--- src/rtl/game_pkg.sv ---
// Shared types and constants for the turn/damage controller (hit_resolver).
package game_pkg;

   typedef enum logic [2:0] {
      AIM,
      FLIGHT,
      EXPLODE,
      SWITCH,
      OVER
   } state_t;

   localparam int unsigned HP_W    = 8;
   localparam int unsigned TIMER_W = 9;

   localparam logic [1:0] TANK0 = 2'd0;
   localparam logic [1:0] TANK1 = 2'd1;

   localparam int unsigned DEF_EXPLODE_FRAMES = 30;
   localparam int unsigned DEF_SWITCH_FRAMES  = 60;
   localparam int unsigned DEF_FLIGHT_TIMEOUT = 255;

   // Saturating unsigned debit: never wraps below zero.
   function automatic logic [HP_W-1:0] hp_debit(input logic [HP_W-1:0] hp,
                                                input logic [HP_W-1:0] dmg);
      return (hp > dmg) ? hp - dmg : '0;
   endfunction

endpackage

--- src/rtl/frame_timer.sv ---
// Loadable frame down-counter; done is high while the count sits at zero.
module frame_timer #(
   parameter int unsigned W = 9
) (
   input  logic         frame_clk,
   input  logic         Reset,
   input  logic         load,
   input  logic [W-1:0] load_val,
   output logic         done
);

   logic [W-1:0] count;

   always_ff @(posedge frame_clk) begin
      if (Reset)
         count <= '0;
      else if (load)
         count <= load_val;
      else if (count != '0)
         count <= count - 1'b1;
   end

   assign done = (count == '0);

endmodule

--- src/rtl/hit_resolver.sv ---
// Turn and damage controller: fire gating, hit/miss resolution, explosion and turn hand-over.
// Optional flight timeout enabled by defining HIT_RESOLVER_FLIGHT_TIMEOUT_EN.
module hit_resolver
   import game_pkg::*;
#(
   parameter int unsigned HP_INIT        = 100,
   parameter int unsigned DAMAGE         = 20,
   parameter int unsigned EXPLODE_FRAMES = DEF_EXPLODE_FRAMES,
   parameter int unsigned SWITCH_FRAMES  = DEF_SWITCH_FRAMES,
   parameter int unsigned FLIGHT_TIMEOUT = DEF_FLIGHT_TIMEOUT
) (
   input  logic       frame_clk,
   input  logic       Reset,
   input  logic       fire,
   input  logic       bullet_active,
   input  logic       hit,
   input  logic [9:0] BulletX,
   input  logic [9:0] BulletY,
   output logic       fire_enable,
   output logic [1:0] currentTank,
   output logic [7:0] hp_tank0,
   output logic [7:0] hp_tank1,
   output logic       explode_active,
   output logic [9:0] ExplodeX,
   output logic [9:0] ExplodeY,
   output logic [4:0] explode_frame,
   output logic       game_over,
   output logic [1:0] winner
);

   localparam logic [HP_W-1:0] HP_INIT_V = HP_W'(HP_INIT);
   localparam logic [HP_W-1:0] DAMAGE_V  = HP_W'(DAMAGE);

   state_t               state, state_next;
   logic                 bullet_q;
   logic                 timer_load, timer_done;
   logic [TIMER_W-1:0]   timer_val;
   logic                 do_latch, do_hit, do_toggle, do_over;

   frame_timer #(.W(TIMER_W)) u_timer (
      .frame_clk (frame_clk),
      .Reset     (Reset),
      .load      (timer_load),
      .load_val  (timer_val),
      .done      (timer_done)
   );

   always_ff @(posedge frame_clk) begin
      if (Reset)
         state <= AIM;
      else
         state <= state_next;
   end

   // Timers are loaded with N-1 on entry so each state spans exactly N frames.
   always_comb begin
      state_next = state;
      timer_load = 1'b0;
      timer_val  = '0;
      do_latch   = 1'b0;
      do_hit     = 1'b0;
      do_toggle  = 1'b0;
      do_over    = 1'b0;
      case (state)
         AIM: begin
            if (fire) begin
               state_next = FLIGHT;
`ifdef HIT_RESOLVER_FLIGHT_TIMEOUT_EN
               timer_load = 1'b1;
               timer_val  = TIMER_W'(FLIGHT_TIMEOUT);
`endif
            end
         end
         FLIGHT: begin
            if (hit) begin
               do_hit     = 1'b1;
               do_latch   = 1'b1;
               state_next = EXPLODE;
               timer_load = 1'b1;
               timer_val  = TIMER_W'(EXPLODE_FRAMES - 1);
            end else if (bullet_q && !bullet_active) begin
               do_latch   = 1'b1;
               state_next = EXPLODE;
               timer_load = 1'b1;
               timer_val  = TIMER_W'(EXPLODE_FRAMES - 1);
            end
`ifdef HIT_RESOLVER_FLIGHT_TIMEOUT_EN
            else if (timer_done) begin
               do_latch   = 1'b1;
               state_next = EXPLODE;
               timer_load = 1'b1;
               timer_val  = TIMER_W'(EXPLODE_FRAMES - 1);
            end
`endif
         end
         EXPLODE: begin
            if (timer_done) begin
               if (hp_tank0 == '0 || hp_tank1 == '0) begin
                  state_next = OVER;
                  do_over    = 1'b1;
               end else begin
                  state_next = SWITCH;
                  timer_load = 1'b1;
                  timer_val  = TIMER_W'(SWITCH_FRAMES - 1);
               end
            end
         end
         SWITCH: begin
            if (timer_done) begin
               state_next = AIM;
               do_toggle  = 1'b1;
            end
         end
         OVER:    state_next = OVER;
         default: state_next = AIM;
      endcase
   end

   always_ff @(posedge frame_clk) begin
      if (Reset) begin
         bullet_q      <= 1'b0;
         currentTank   <= TANK0;
         hp_tank0      <= HP_INIT_V;
         hp_tank1      <= HP_INIT_V;
         ExplodeX      <= '0;
         ExplodeY      <= '0;
         explode_frame <= '0;
         winner        <= TANK0;
      end else begin
         bullet_q <= bullet_active;
         if (do_latch) begin
            ExplodeX <= BulletX;
            ExplodeY <= BulletY;
         end
         if (do_hit) begin
            if (currentTank == TANK0)
               hp_tank1 <= hp_debit(hp_tank1, DAMAGE_V);
            else
               hp_tank0 <= hp_debit(hp_tank0, DAMAGE_V);
         end
         if (state == EXPLODE && state_next == EXPLODE)
            explode_frame <= explode_frame + 5'd1;
         else
            explode_frame <= '0;
         if (do_toggle)
            currentTank <= (currentTank == TANK0) ? TANK1 : TANK0;
         if (do_over)
            winner <= currentTank;
      end
   end

   assign fire_enable    = (state == AIM);
   assign explode_active = (state == EXPLODE);
   assign game_over      = (state == OVER);

endmodule
--- config.mk ---
export PLATFORM = sky130hd
export DESIGN_NAME = hit_resolver
export DESIGN_NICKNAME = d
export VERILOG_FILES = /design/src/rtl/game_pkg.sv /design/src/rtl/frame_timer.sv /design/src/rtl/hit_resolver.sv
export SDC_FILE = /design/constraint.sdc
export NUM_CORES = 1
export LEC_CHECK = 0
export CAP_MARGIN = 40
export CORE_MARGIN = 2
export CORE_UTILIZATION = 25
export DETAILED_ROUTE_END_ITERATION = 7
export RECOVER_POWER = 50
export SLEW_MARGIN = 10
export SYNTH_ARGS = -nofsm -noshare
export SYNTH_HDL_FRONTEND = slang
export SYNTH_SLANG_ARGS = --single-unit
--- constraint.sdc ---
create_clock -name frame_clk -period 1.8 [get_ports frame_clk]
set_input_delay 0.36 -clock frame_clk [delete_from_list [all_inputs] [get_ports frame_clk]]
set_output_delay 0.36 -clock frame_clk [all_outputs]
set_load 0.005 [all_outputs]
Word-level counts from Yosys, hierarchy flattened
Index checks and enable logic that the tools add are counted.

operators by class
  add/subtract/negate cells = 4
  reduce and logical (&&, ||, !) cells = 14
  bitwise logic cells = 2
  div/mod/pow operators = 0
  shift operators = 0
  order comparisons = 2
  multiplexer cells = 30
  multiply operators = 0
  equality and inequality tests = 5

operators by type and width
  cell                                                                             count
  3-bit two-way mux                                                                6
  9-bit two-way mux                                                                2
  8-bit by 5-bit greater-than comparator with 1-bit output, second input constant  2
  8-bit zero test                                                                  2
  8-bit two-way mux                                                                2
  8-bit by 5-bit subtractor with 8-bit output, second input constant               2
  3-bit case mux with 5 select lines                                               1
  1-bit two-way mux                                                                13
  6-bit two-way mux                                                                2
  6-bit case mux with 2 select lines                                               1
  5-bit two-way mux                                                                2
  3-bit by 2-bit equality test with 1-bit output, second input constant            3
  9-bit zero test                                                                  1
  9-bit nonzero test                                                               1
  9-bit by 1-bit subtractor with 9-bit output, second input constant               1
  5-bit by 1-bit adder with 5-bit output, second input constant                    1
  2-bit AND reduction                                                              2
  3-bit by 1-bit equality test with 1-bit output, second input constant            1
  3-bit equality test, second input constant                                       1
  3-bit zero test                                                                  1
  1-bit logical AND                                                                2
  2-bit zero test                                                                  1
  1-bit NOT                                                                        2
  1-bit case mux with 2 select lines                                               1
  4 further kinds                                                                  4

word-level totals
  memories kept = 0
  RAM bits = 0
  register bits = 58
  memory bits (read-only) = 0
  logic and storage cells = 67
  latch bits = 0
  input port bits = 25
  output and inout bits = 48

Longest topological paths before layout
  depth after elaboration = 9
  depth in mapped cells = 6
  depth with buffers taken out = 6

Cells and area by module
A second synthesis with hierarchy kept.

second synthesis, totals
  cell total of the unflattened synthesis = 274
  area, all modules = 2526.2 µm²

by module, submodules not included
  module        area each (µm²)  seq. area each (µm²)  cells each  times used
  hit_resolver  2011.9           860.8                 212         1
  frame_timer   514.2            180.2                 62          1

Worst setup path after synthesis
No wires, ideal clock.

  kind = register to register
  from = register hp_tank0[2]
  to = register u_timer.count[6]
  data required time = 1667 ps
  library setup time = 133 ps
  period minus slack after synthesis = 1565 ps
  stages on the path, launching flop included = 7
  path slack = 235 ps
  buffers on the path = 0
  arrival = 1432 ps
  cells stage by stage = dfxtp_1 inv_1 ha_1 nor2b_1 a32o_1 o21ai_0 nor3_1

on the way
  word-level cells in the longest chain between the ends = 6
  elaborated cells between the ends (all ways) = 7
  classes of those cells = mux (4); reduce/logical (3)

ends and longest elaborated chain
  what                                                            line                 RTL
  from (decl)                                                     hit_resolver.sv:21   output logic [7:0] hp_tank0,
  from (signal assigned)                                          hit_resolver.sv:139  hp_tank0 <= hp_debit(hp_tank0, DAMAGE_V);
  8-bit zero test *                                               hit_resolver.sv:98   if (hp_tank0 == '0 || hp_tank1 == '0) begin
  1-bit logical OR *                                              hit_resolver.sv:98
  1-bit two-way mux *                                             hit_resolver.sv:98
  1-bit two-way mux *                                             hit_resolver.sv:97   if (timer_done) begin
  1-bit case mux with 2 select lines *                            hit_resolver.sv:64   case (state)
  9-bit two-way mux / 2-bit nonzero test (equally long branches)  n/a
  to (signal assigned)                                            frame_timer.sv:18    count <= load_val;
  to (signal assigned)                                            frame_timer.sv:20    count <= count - 1'b1;
  to (decl)                                                       frame_timer.sv:12    logic [W-1:0] count;

Mark *: on every way between the ends. The rest lies on a longest branch, timed or not.
A chain may end at the register's enable or synchronous reset.

Worst setup path in the final report
  from = register state[0]
  to = output port game_over

on the way
  word-level cells in the longest chain between the ends = 1

ends and longest elaborated chain
  what                    line                 RTL
  from (decl)             hit_resolver.sv:34   state_t state, state_next;
  from (signal assigned)  hit_resolver.sv:52   state <= state_next;
  3-bit equality test     hit_resolver.sv:154  assign game_over = (state == OVER);
  to (decl)               hit_resolver.sv:27   output logic game_over,

Every way passes these cells.

==> reports/metrics.yaml <==
outcome:
  outcome: "finished clean"
critical_path:
  crit_type: "register to primary output"
  end_kind: "primary output"
  start_kind: "register"
  slowest_stage: "dfxtp_4"
  arrival_ns: 1.36
  cp_max_fo: 4
  cp_data_required_time_ns: 1.44
  path_common_cell: "buf_4"
  slowest_delay_ns: 0.37
  cp_cell_sequence: "buf_4 -> nor3b_2 -> buf_4 -> dlygate4sd2_1"
finish:
  nets: 407
  utilization: 0.374
  fillCellCount: 976
  diodes: 0
  syn2layout_area_growth_pct: 44.8
  drive_above_1_share: 0.141
logic_synthesis:
  yosysMostFrequentCell: "nand2_1"
  netlist_area_um2: 2390
  synth_top_cell_area_share: 0.436
  seq_area_frac_synth: 0.436
  synth_cell_types: 50
  synth-async-reset-ratio: 0
  synth_edf_count: 0
  synth_common_cells: "nand2_1, dfxtp_1, a21oi_1, nor2_1, inv_1"
  synthFlopType: "dfxtp_1"
  yosysWarningCount: 0
  synthCells: 283
  synth_seq_cells: 52
  netlist_top_cells_area: "dfxtp_1, nand2_1, a21oi_1, ha_1, nor2_1"
  synth_area_leader_cell: "dfxtp_1"
  syn_area_per_cell_um2: 8.44
route:
  dr_wl_met3_um: 362
  drt_iter0_drc: 80
  firstDrtPassIters: 4
  antenna_left: 0
  dr_wl_met2_um: 3000
  top_layer_used: "met4"
  drc: 0
  wl_met1_um: 2690
  num_vias: 2301
  routedWlPerCell_um: 12.0
  routed_wl_um: 6070
  avgViaCountPerCell: 4.57
clock_network:
  htreeDepth: 2
  cts_tree: "done"
  cts_hold_buf: 0
  cts_sinks: 52
  clk_pin_slew_ns: 0.09
  clk_path_buf_depth: 2
  numCtsBuffers: 5
  root_buffer: "clkbuf_8"
  clock_latency_ns: 0.30
power_and_ir_drop:
  sw_frac_of_total: 0.347
  switching_power_mw: 1.23
  p_int_mw: 2.32
  clock_power_share: 0.186
  p_comb_frac: 0.393
  p_leak_nw: 1.36
  ir_drop_mv: 0.424
  sequentialPowerShare: 0.422
  power_density_nw_per_um2: 1030
grt:
  gr-total-overflow: 0
  gr-usage-all-layers: 0.119
  antenna_found_initial: 0
  grt_max_degree: 21
  grt_pass1_wl_um: 9970
  first_global_vias: 2275
sta:
  fin_crit_sh: 0.957
  rsz0062_at_grt: "false"
  finalSetupViolations: 0
  min_period_ns: 1.72
  fin_worst_skew_ns: 0.0107
  relSlewSlack: 0.638
  worst_slew_pin_slew_ns: 0.539
  max_freq_mhz: 581
  finalSetupTns_ns: 0
  drv_slew: 0
  hold_viol: 0
floorplanning:
  die_area_um2: 10400
  die_w_um: 102
  core_area_um2: 9240
  row_count: 35
  ios: 73
  dieHeight_um: 102
  initial_core_util: 0.258
place:
  hpwl_um: 4590
  io_buffers: 66
  gp_congestion: 0.817
flow_run:
  drv_cap: 0
min_path:
  hp-class: "register to register"
flip-flops by register name, summed over array words and instances (netlist names):
register / count
winner: 1
currentTank: 1
explode_frame: 5
state: 3
hp_tank0: 6
bullet_q: 1
ExplodeX: 10
ExplodeY: 10
hp_tank1: 6
u_timer.count: 9
power groups by stage:
stage                     Sequential, mW  Combinational (mW)  Clock, mW
final                               1.50                1.39      0.659
after global routing                1.53                1.56      0.742
after CTS                           1.49                1.43      0.692
after detailed placement            1.52                1.39          0
after global placement              1.52                1.36          0
after floorplan                     1.49               0.887          0
worst max-delay path: cells and delay by family, from the launching register on:
family,cells,cell delay (ns)
DFF,1,0.37
and+or+nand+nor,1,0.18
buffers and inverters,3,0.52
cells by family (layout without fill, tap and decap cells):
| family | after synthesis | in the layout | synth area share |
|---|---|---|---|
| compound gates | 63 | 63 | 0.163 |
| xor+xnor | 6 | 6 | 0.0220 |
| fa+ha+maj | 8 | 8 | 0.0419 |
| buf+inv | 28 | 115 | 0.0540 |
| flops | 52 | 52 | 0.436 |
| mux | 3 | 3 | 0.0126 |
| other cells | 1 | 6 | 0.00157 |
| simple gates | 122 | 122 | 0.269 |
metal layers:
layer,vias to the layer above,GRT usage
met5,-,0
met4,0,0.0239
met3,2,0.0380
met2,55,0.206
met1,1095,0.144
li1,1149,-
cell usage in the layout (no fill, tap or decap), types with 3 or more instances in the layout:
cell type / Yosys / layout
o31ai_1: 3 / 3
clkdlybuf4s50_1: 0 / 38
dlygate4sd3_1: 0 / 25
nand2_1: 53 / 53
nand2b_1: 3 / 3
a21oi_1: 34 / 34
dlygate4sd2_1: 0 / 3
dfxtp_4: 0 / 3
a211o_1: 3 / 3
xor2_1: 3 / 3
mux2i_1: 3 / 3
o21ai_0: 7 / 7
or4_1: 3 / 3
nand3_1: 7 / 7
clkbuf_8: 0 / 5
dfxtp_1: 52 / 47
nor2_1: 16 / 16
ha_1: 8 / 8
nor3b_1: 5 / 3
conb_1: 1 / 6
inv_1: 11 / 11
xnor2_1: 3 / 3
clkbuf_1: 10 / 3
nor3_1: 8 / 8
or3_1: 4 / 4
o211ai_1: 3 / 3
nor2b_1: 5 / 5
buf_4: 6 / 25
stage by stage:
| step | hold WS (ns) | setup WS (ns) | power, mW | cells | cell area [µm²] |
|---|---|---|---|---|---|
| final | 0.454 | 0.0777 | 3.55 | 504 | 3460 |
| after global routing | 0.482 | 0.000516 | 3.83 | 504 | 3460 |
| after CTS | 0.459 | 0.0700 | 3.62 | 504 | 3480 |
| after detailed placement | 0.445 | -0.126 | 2.91 | 490 | 3320 |
| after global placement | 0.441 | -0.121 | 2.88 | 490 | 3320 |
| after floorplan | 0.444 | 0.235 | 2.37 | 288 | 2410 |
worst paths after layout:
| path | start | endpoint | slack [ns] | cells past startpoint |
|---|---|---|---|---|
| setup / recovery | state[0] | game_over | 0.08 | 4 |
| hold / removal | ExplodeY[6] | ExplodeY[6] | 0.45 | 2 |
| hold reg to reg | ExplodeY[6] | ExplodeY[6] | 0.45 | 2 |
| setup reg to reg | u_timer.count[1] | u_timer.count[7] | 0.14 | 7 |
timing repair:
item | 4_1_cts | 5_1_grt
setup buffers | 6 | 0
endpoints found under the setup margin | 3 | 2
cloned | 0 | 0
gates resized for setup | 12 | 2
pin swaps | 1 | 1
cell type report:
cell class / count / area (µm²) / share of cell area
clock inverters: 3 / 18.8 / 0.00543
flip-flops and latches: 52 / 1050 / 0.305
repair buffers: 96 / 866 / 0.250
well taps: 129 / 161 / 0.0467
clock buffers: 5 / 68.8 / 0.0199
multi-input cells: 208 / 1250 / 0.361
inverters: 11 / 41.3 / 0.0119
(Power assumes the default switching activity.)
